`config.mk`:
```
export PLATFORM = sky130hd
export DESIGN_NAME = word_splitter_flat
export DESIGN_NICKNAME = d
export VERILOG_FILES = /design/src/rtl/word_splitter_if.sv /design/src/rtl/word_splitter.sv /design/src/flat_wrapper.sv
export SDC_FILE = /design/constraint.sdc
export NUM_CORES = 1
export LEC_CHECK = 0
export CAP_MARGIN = 20
export CORE_MARGIN = 1.5
export CORE_UTILIZATION = 55
export DETAILED_ROUTE_END_ITERATION = 6
export PLACE_DENSITY = 0.78
export SYNTH_ARGS = -nofsm -noshare
export SYNTH_HDL_FRONTEND = slang
export SYNTH_SLANG_ARGS = --single-unit
```
`constraint.sdc`:
```
create_clock -name rdclk -period 3.1 [get_ports rdclk]
set_input_delay 0.62 -clock rdclk [delete_from_list [all_inputs] [get_ports rdclk]]
set_output_delay 0.62 -clock rdclk [all_outputs]
set_load 0.01 [all_outputs]
```
`src/rtl/word_splitter_if.sv`:
```
// rtl/word_splitter_if.sv - word/strobe input and byte/handshake output bundle for word_splitter
interface word_splitter_if #(
  parameter int M     = 16,
  parameter int N     = 8,
  parameter int LVL_W = 6
);
  logic             en;
  logic [M-1:0]     word_in;
  logic             ready_in;
  logic             get;
  logic             msb_first;
  logic             clr_err;
  logic [N-1:0]     byte_out;
  logic             ready;
  logic [LVL_W-1:0] byte_level;
  logic             errore_overflow;
  logic             errore_underflow;

  modport master (
    output en, word_in, ready_in, get, msb_first, clr_err,
    input  byte_out, ready, byte_level, errore_overflow, errore_underflow
  );

  modport slave (
    input  en, word_in, ready_in, get, msb_first, clr_err,
    output byte_out, ready, byte_level, errore_overflow, errore_underflow
  );
endinterface

```
`src/rtl/word_splitter.sv`:
```
// rtl/word_splitter.sv - strobe-captured M-bit word FIFO emitted as N-bit slices on get/ready
module word_splitter #(
  parameter int M     = 16,
  parameter int N     = 8,
  parameter int DEPTH = 16,
  parameter int PTR_W = 4,
  parameter int LVL_W = 6
) (
  input logic              rdclk,
  input logic              nreset,
  word_splitter_if.slave   bus
);
  localparam int K     = M / N;
  localparam int SL_W  = (K > 1) ? $clog2(K) : 1;
  localparam int CNT_W = PTR_W + 1;

  logic [M-1:0]       mem_q [DEPTH];
  logic               s1_q, s2_q, s3_q;
  logic [PTR_W-1:0]   wr_ptr_q, wr_ptr_d, rd_ptr_q, rd_ptr_d;
  logic [CNT_W-1:0]   count_q, count_d;
  logic [SL_W-1:0]    slice_q, slice_d;
  logic               order_q, order_d;
  logic [N-1:0]       byte_q, byte_d;
  logic               ready_q, ready_d;
  logic [LVL_W-1:0]   level_q, level_d;
  logic               ovf_q, ovf_d, unf_q, unf_d;

  logic               push_evt, full, grant, last, pop, push_ok, ovf_set, unf_set, msb_eff;
  logic [M-1:0]       head, shifted;
  logic [N-1:0]       slice_byte;
  int                 sh;

  // Strobe synchroniser plus one extra stage for rising-edge detection; free-running regardless of en
  always_ff @(posedge rdclk or negedge nreset) begin
    if (!nreset) begin
      s1_q <= 1'b0;
      s2_q <= 1'b0;
      s3_q <= 1'b0;
    end else begin
      s1_q <= bus.ready_in;
      s2_q <= s1_q;
      s3_q <= s2_q;
    end
  end

  assign push_evt = s2_q & ~s3_q;
  assign full     = (count_q == CNT_W'(DEPTH));
  assign grant    = bus.en & ~ready_q & bus.get & (level_q != '0);
  assign last     = (slice_q == SL_W'(K - 1));
  assign pop      = grant & last;
  assign push_ok  = bus.en & push_evt & (~full | pop);
  assign ovf_set  = bus.en & push_evt & full & ~pop;
  assign unf_set  = bus.en & ~ready_q & bus.get & (level_q == '0);
  // Order is sampled live on the first slice and frozen for the rest of the word
  assign msb_eff  = (slice_q == '0) ? bus.msb_first : order_q;
  assign head     = mem_q[rd_ptr_q];

  // Select the current slice of the head word by shifting it down to bit 0
  always_comb begin
    sh = msb_eff ? (K - 1 - int'(slice_q)) * N : int'(slice_q) * N;
    shifted    = head >> sh;
    slice_byte = shifted[N-1:0];
  end

  // Next-state for pointers, count, slice index, output byte, handshake and sticky flags
  always_comb begin
    wr_ptr_d = wr_ptr_q;
    rd_ptr_d = rd_ptr_q;
    count_d  = count_q;
    slice_d  = slice_q;
    order_d  = order_q;
    byte_d   = byte_q;
    ready_d  = ready_q;
    if (push_ok) wr_ptr_d = wr_ptr_q + 1'b1;
    if (pop)     rd_ptr_d = rd_ptr_q + 1'b1;
    if (push_ok && !pop)      count_d = count_q + 1'b1;
    else if (pop && !push_ok) count_d = count_q - 1'b1;
    if (grant) begin
      byte_d  = slice_byte;
      slice_d = last ? '0 : slice_q + 1'b1;
      if (slice_q == '0) order_d = bus.msb_first;
    end
    if (bus.en) ready_d = grant;
    level_d = LVL_W'(int'(count_d) * K - int'(slice_d));
    ovf_d = ovf_set ? 1'b1 : (bus.clr_err ? 1'b0 : ovf_q);
    unf_d = unf_set ? 1'b1 : (bus.clr_err ? 1'b0 : unf_q);
  end

  // Control and output registers
  always_ff @(posedge rdclk or negedge nreset) begin
    if (!nreset) begin
      wr_ptr_q <= '0;
      rd_ptr_q <= '0;
      count_q  <= '0;
      slice_q  <= '0;
      order_q  <= 1'b0;
      byte_q   <= '0;
      ready_q  <= 1'b0;
      level_q  <= '0;
      ovf_q    <= 1'b0;
      unf_q    <= 1'b0;
    end else begin
      wr_ptr_q <= wr_ptr_d;
      rd_ptr_q <= rd_ptr_d;
      count_q  <= count_d;
      slice_q  <= slice_d;
      order_q  <= order_d;
      byte_q   <= byte_d;
      ready_q  <= ready_d;
      level_q  <= level_d;
      ovf_q    <= ovf_d;
      unf_q    <= unf_d;
    end
  end

  // Word storage; contents survive reset since the pointers define validity
  always_ff @(posedge rdclk) begin
    if (push_ok) mem_q[wr_ptr_q] <= bus.word_in;
  end

  assign bus.byte_out         = byte_q;
  assign bus.ready            = ready_q;
  assign bus.byte_level       = level_q;
  assign bus.errore_overflow  = ovf_q;
  assign bus.errore_underflow = unf_q;
endmodule

```
`src/flat_wrapper.sv`:
```
// flat-port wrapper written by rule: the top's interface ports become plain ports
module word_splitter_flat 
#(
  parameter int M     = 16,
  parameter int N     = 8,
  parameter int DEPTH = 16,
  parameter int PTR_W = 4,
  parameter int LVL_W = 6
)
  (rdclk, nreset, bus_en, bus_word_in, bus_ready_in, bus_get, bus_msb_first, bus_clr_err, bus_byte_out, bus_ready, bus_byte_level, bus_errore_overflow, bus_errore_underflow);
  word_splitter_if #(.M(M), .N(N), .LVL_W(LVL_W)) bus_i ();
  input logic rdclk;
  input logic nreset;
  input wire logic [$bits(bus_i.en)-1:0] bus_en;
  input wire logic [$bits(bus_i.word_in)-1:0] bus_word_in;
  input wire logic [$bits(bus_i.ready_in)-1:0] bus_ready_in;
  input wire logic [$bits(bus_i.get)-1:0] bus_get;
  input wire logic [$bits(bus_i.msb_first)-1:0] bus_msb_first;
  input wire logic [$bits(bus_i.clr_err)-1:0] bus_clr_err;
  output wire logic [$bits(bus_i.byte_out)-1:0] bus_byte_out;
  output wire logic [$bits(bus_i.ready)-1:0] bus_ready;
  output wire logic [$bits(bus_i.byte_level)-1:0] bus_byte_level;
  output wire logic [$bits(bus_i.errore_overflow)-1:0] bus_errore_overflow;
  output wire logic [$bits(bus_i.errore_underflow)-1:0] bus_errore_underflow;
  assign bus_i.en = bus_en;
  assign bus_i.word_in = bus_word_in;
  assign bus_i.ready_in = bus_ready_in;
  assign bus_i.get = bus_get;
  assign bus_i.msb_first = bus_msb_first;
  assign bus_i.clr_err = bus_clr_err;
  assign bus_byte_out = bus_i.byte_out;
  assign bus_ready = bus_i.ready;
  assign bus_byte_level = bus_i.byte_level;
  assign bus_errore_overflow = bus_i.errore_overflow;
  assign bus_errore_underflow = bus_i.errore_underflow;
  word_splitter #(.M(M), .N(N), .DEPTH(DEPTH), .PTR_W(PTR_W), .LVL_W(LVL_W)) u_core (.rdclk(rdclk), .nreset(nreset), .bus(bus_i));
endmodule
```
==> flow_summary.yaml <==
timing:
  fmax_mhz: 390
  timing_max_transition_violations_final: 0
  clock-skew-final_ns: 0.0136
  rsz0062_at_grt: "false"
  tightest_slew_ns: 0.955
  post_layout_min_period_ns: 2.56
  final-hold-violation-count: 0
  relSlewSlack_pct: 36.3
  fin_worst_hold_slack_ns: 0.236
  final.setup.tns_ns: 0
  fin_crit_sh_pct: 82.7
  number_of_setup_violations_in_the_final_report: 0
min_path:
  hp-class: "input port to async pin"
synth:
  seq_area_frac_synth_pct: 72.8
  synth_enable_flop_cells: 256
  postSynthNetCount: 713
  netlist_top_cells_count: "sky130_fd_sc_hd__edfxtp_1, sky130_fd_sc_hd__mux2i_1, sky130_fd_sc_hd__dfrtp_1, sky130_fd_sc_hd__a22oi_1, sky130_fd_sc_hd__a21oi_1"
  synth_simple_gate_area_share_pct: 3.30
  yosysUniqueCellTypes: 53
  number_of_warnings_printed_during_yosys_synthesis: 0
  cell_with_the_most_instances_after_synthesis: "sky130_fd_sc_hd__edfxtp_1"
  synth_top_area_cell: "sky130_fd_sc_hd__edfxtp_1"
  synth_cells: 680
  syn_area_per_cell_sq_um: 17.2
  synth.top_cell.area_share_pct: 65.5
  synth.area.mux_share_pct: 11.4
  synth-adder-area-share_pct: 1.07
  postSynth.topFlopCell: "sky130_fd_sc_hd__edfxtp_1"
  synthTopCellsByArea: "sky130_fd_sc_hd__edfxtp_1, sky130_fd_sc_hd__mux2i_1, sky130_fd_sc_hd__dfrtp_1, sky130_fd_sc_hd__a22oi_1, sky130_fd_sc_hd__a22o_1"
  synth_top_family_by_area: "multiplexers"
  synth_compound_gate_area_share_pct: 7.62
  synthXorXnorAreaFrac_pct: 1.11
  syn-cell-area_sq_mm: 0.0117
  ys_seq_elements: 290
  asyncSetResetFlopFracSynth_pct: 11.7
status:
  outcome: "complete, no violations"
cells_and_area:
  fill_cells: 1431
  utilization_pct: 65.0
  antenna-diode-count: 0
  layout.cells.non_filler: 1047
  syn2layout_area_growth_pct: 16.2
  nets: 783
  final_layout_size_suffix_gt1_share_pct: 13.6
clocking:
  clock-sinks: 290
  postCtsHoldBufs: 0
  cts_max_path_buffers: 3
  clk_latency_ns: 0.53
  h_tree_level_count: 1
  cts_made_buffers: 28
  clockRootBuffer: "sky130_fd_sc_hd__clkbuf_16"
  cts_tree: "built"
  post-cts-setup-buffers: 0
  clkSlewWorstSetupHoldPaths_ns: 0.06
  cts-resized-gates: 0
routing:
  ant_nets: 0
  1st_iter_drt_viols: 676
  drt-pass1-iter-count: 5
  met2_wirelength_microns: 13100
  drc: 0
  via_count: 6503
  drt_wl_total_microns: 25300
  dr.max_layer_used: "met4"
  avgViaCountPerCell: 6.21
  met3_wirelength_microns: 1550
  routedWlPerCell_microns: 24.2
  met1Wirelength_microns: 10200
worst_setup_path:
  worst_setup_path_startpoint: "u_core.count_q[0]"
  cp_data_required_time_ns: 3.56
  crit_chain: "inv_1 > ha_1 > nand4bb_1 > o21a_1 > a21oi_1 > xnor2_1 > ha_1 > inv_1 > nor4b_2 > xor2_1"
  cpPeakStageDelay_ns: 0.47
  crit_path_max_fanout: 8
  worstPathArrival_ns: 3.03
  path_delay_family: "simple AND/OR/NAND/NOR gates"
  path_buf_inv: 2
  critical_path.startpoint_type: "flop"
  worstSetupEndpointType: "flop"
  regToRegStartpoint: "u_core.count_q[0]"
  timing_worst_setup_path_type: "flop to flop"
  slowest_cell_on_the_critical_path: "sky130_fd_sc_hd__dfrtp_1"
placed_design:
  detailed_place_hpwl_microns: 15200
  finalWeightedCongestion: 0.856
  dp.cells: 995
  placement.io_buffers: 39
floorplanning:
  num_io_pins: 40
  start_util_pct: 56.0
  die_h_microns: 149
  floorplan.rows: 53
  dieWidth_microns: 149
  floorplan_core_area_sq_mm: 0.0210
  design.die.area_sq_mm: 0.0222
global_routing:
  largest_net_degree_at_the_start_of_global_routing: 35
  first_global_vias: 6738
  grt_first_pass_wirelength_microns: 38900
  overflow: 0
  grt_antenna_before_repair: 0
  grtUsageTotal_pct: 23.5
pwr:
  max-vdd-ir-drop_mv: 0.649
  static-leakage-power_nw: 4.90
  power_density_mw_per_mm2: 854
  post-layout-total-power_mw: 11.6
run:
  cap_violations: 0
per-layer routing:
metal	track usage [%]	vias to the layer above
li1	-	2840
met1	31.4	3357
met2	40.9	259
met3	3.12	47
met4	6.39	0
met5	0	-
cells by family (layout without fill, tap and decap cells):
group | count (synthesis) | after routing
AO/OA/AOI/OAI | 114 | 114
XOR/XNOR | 14 | 14
adder cells (fa/ha/maj) | 10 | 10
buffers and inverters | 54 | 146
flip-flops | 290 | 290
multiplexers | 133 | 133
AND/OR/NAND/NOR | 65 | 65
cells in the final DEF (no fill, tap or decap), types with 15 or more instances in the layout:
master and n:
sky130_fd_sc_hd__edfxtp_1 256, sky130_fd_sc_hd__mux2i_1 131, sky130_fd_sc_hd__clkdlybuf4s50_1 38, sky130_fd_sc_hd__a22oi_1 33
sky130_fd_sc_hd__dfrtp_1 33, sky130_fd_sc_hd__buf_4 31, sky130_fd_sc_hd__clkbuf_16 29, sky130_fd_sc_hd__a21oi_1 18
sky130_fd_sc_hd__nand2_1 17, sky130_fd_sc_hd__a22o_1 16, sky130_fd_sc_hd__a221oi_1 15
power breakdown:
group | total [mW] | switching (mW) | internal (mW)
logic | 3.28 | 1.81 | 1.47
registers | 4.87 | 0.343 | 4.53
clock network | 3.48 | 1.37 | 2.11
total | 11.6 | 3.52 | 8.12
state kept, by name, indices dropped and copies added (netlist names), 4 cells and up:
| signal | flops |
|---|---|
| u_core.bus.byte_out | 8 |
| u_core.wr_ptr_q | 4 |
| u_core.mem_q | 256 |
| u_core.count_q | 5 |
| u_core.rd_ptr_q | 4 |
| u_core.bus.byte_level | 6 |
path summary, 6_finish.rpt:
kind | cells after the start | slack [ns] | endpoint
max reg2reg | 10 | 0.54 | u_core.bus.byte_level[4]
min reg2reg | 0 | 0.36 | u_core.s2_q
max | 10 | 0.54 | u_core.bus.byte_level[4]
min in group rdclk | 0 | 0.36 | u_core.s2_q
min | 1 | 0.24 | u_core.bus.errore_overflow
max in group asynchronous | 1 | 2.16 | u_core.rd_ptr_q[1]
through the flow:
step / instance area, sq um / setup WS (ns)
after floorplan: 11700 / 0.0353
after global placement: 12700 / 0.161
after detailed placement: 12700 / 0.121
after CTS: 13600 / 0.517
after global routing: 13600 / 0.228
final: 13600 / 0.536
final cells by class:
cell class | count | area (sq um) | share of cell area, %
clock buffer | 38 | 790 | 5.79
clock inverter | 14 | 173 | 1.27
inverter | 12 | 45.0 | 0.331
multi-input combinational | 336 | 2880 | 21.1
sequential | 290 | 8540 | 62.7
tap | 275 | 344 | 2.52
timing repair buffer | 82 | 858 | 6.30
No activity file was read; power rests on OpenSTA's default activity.
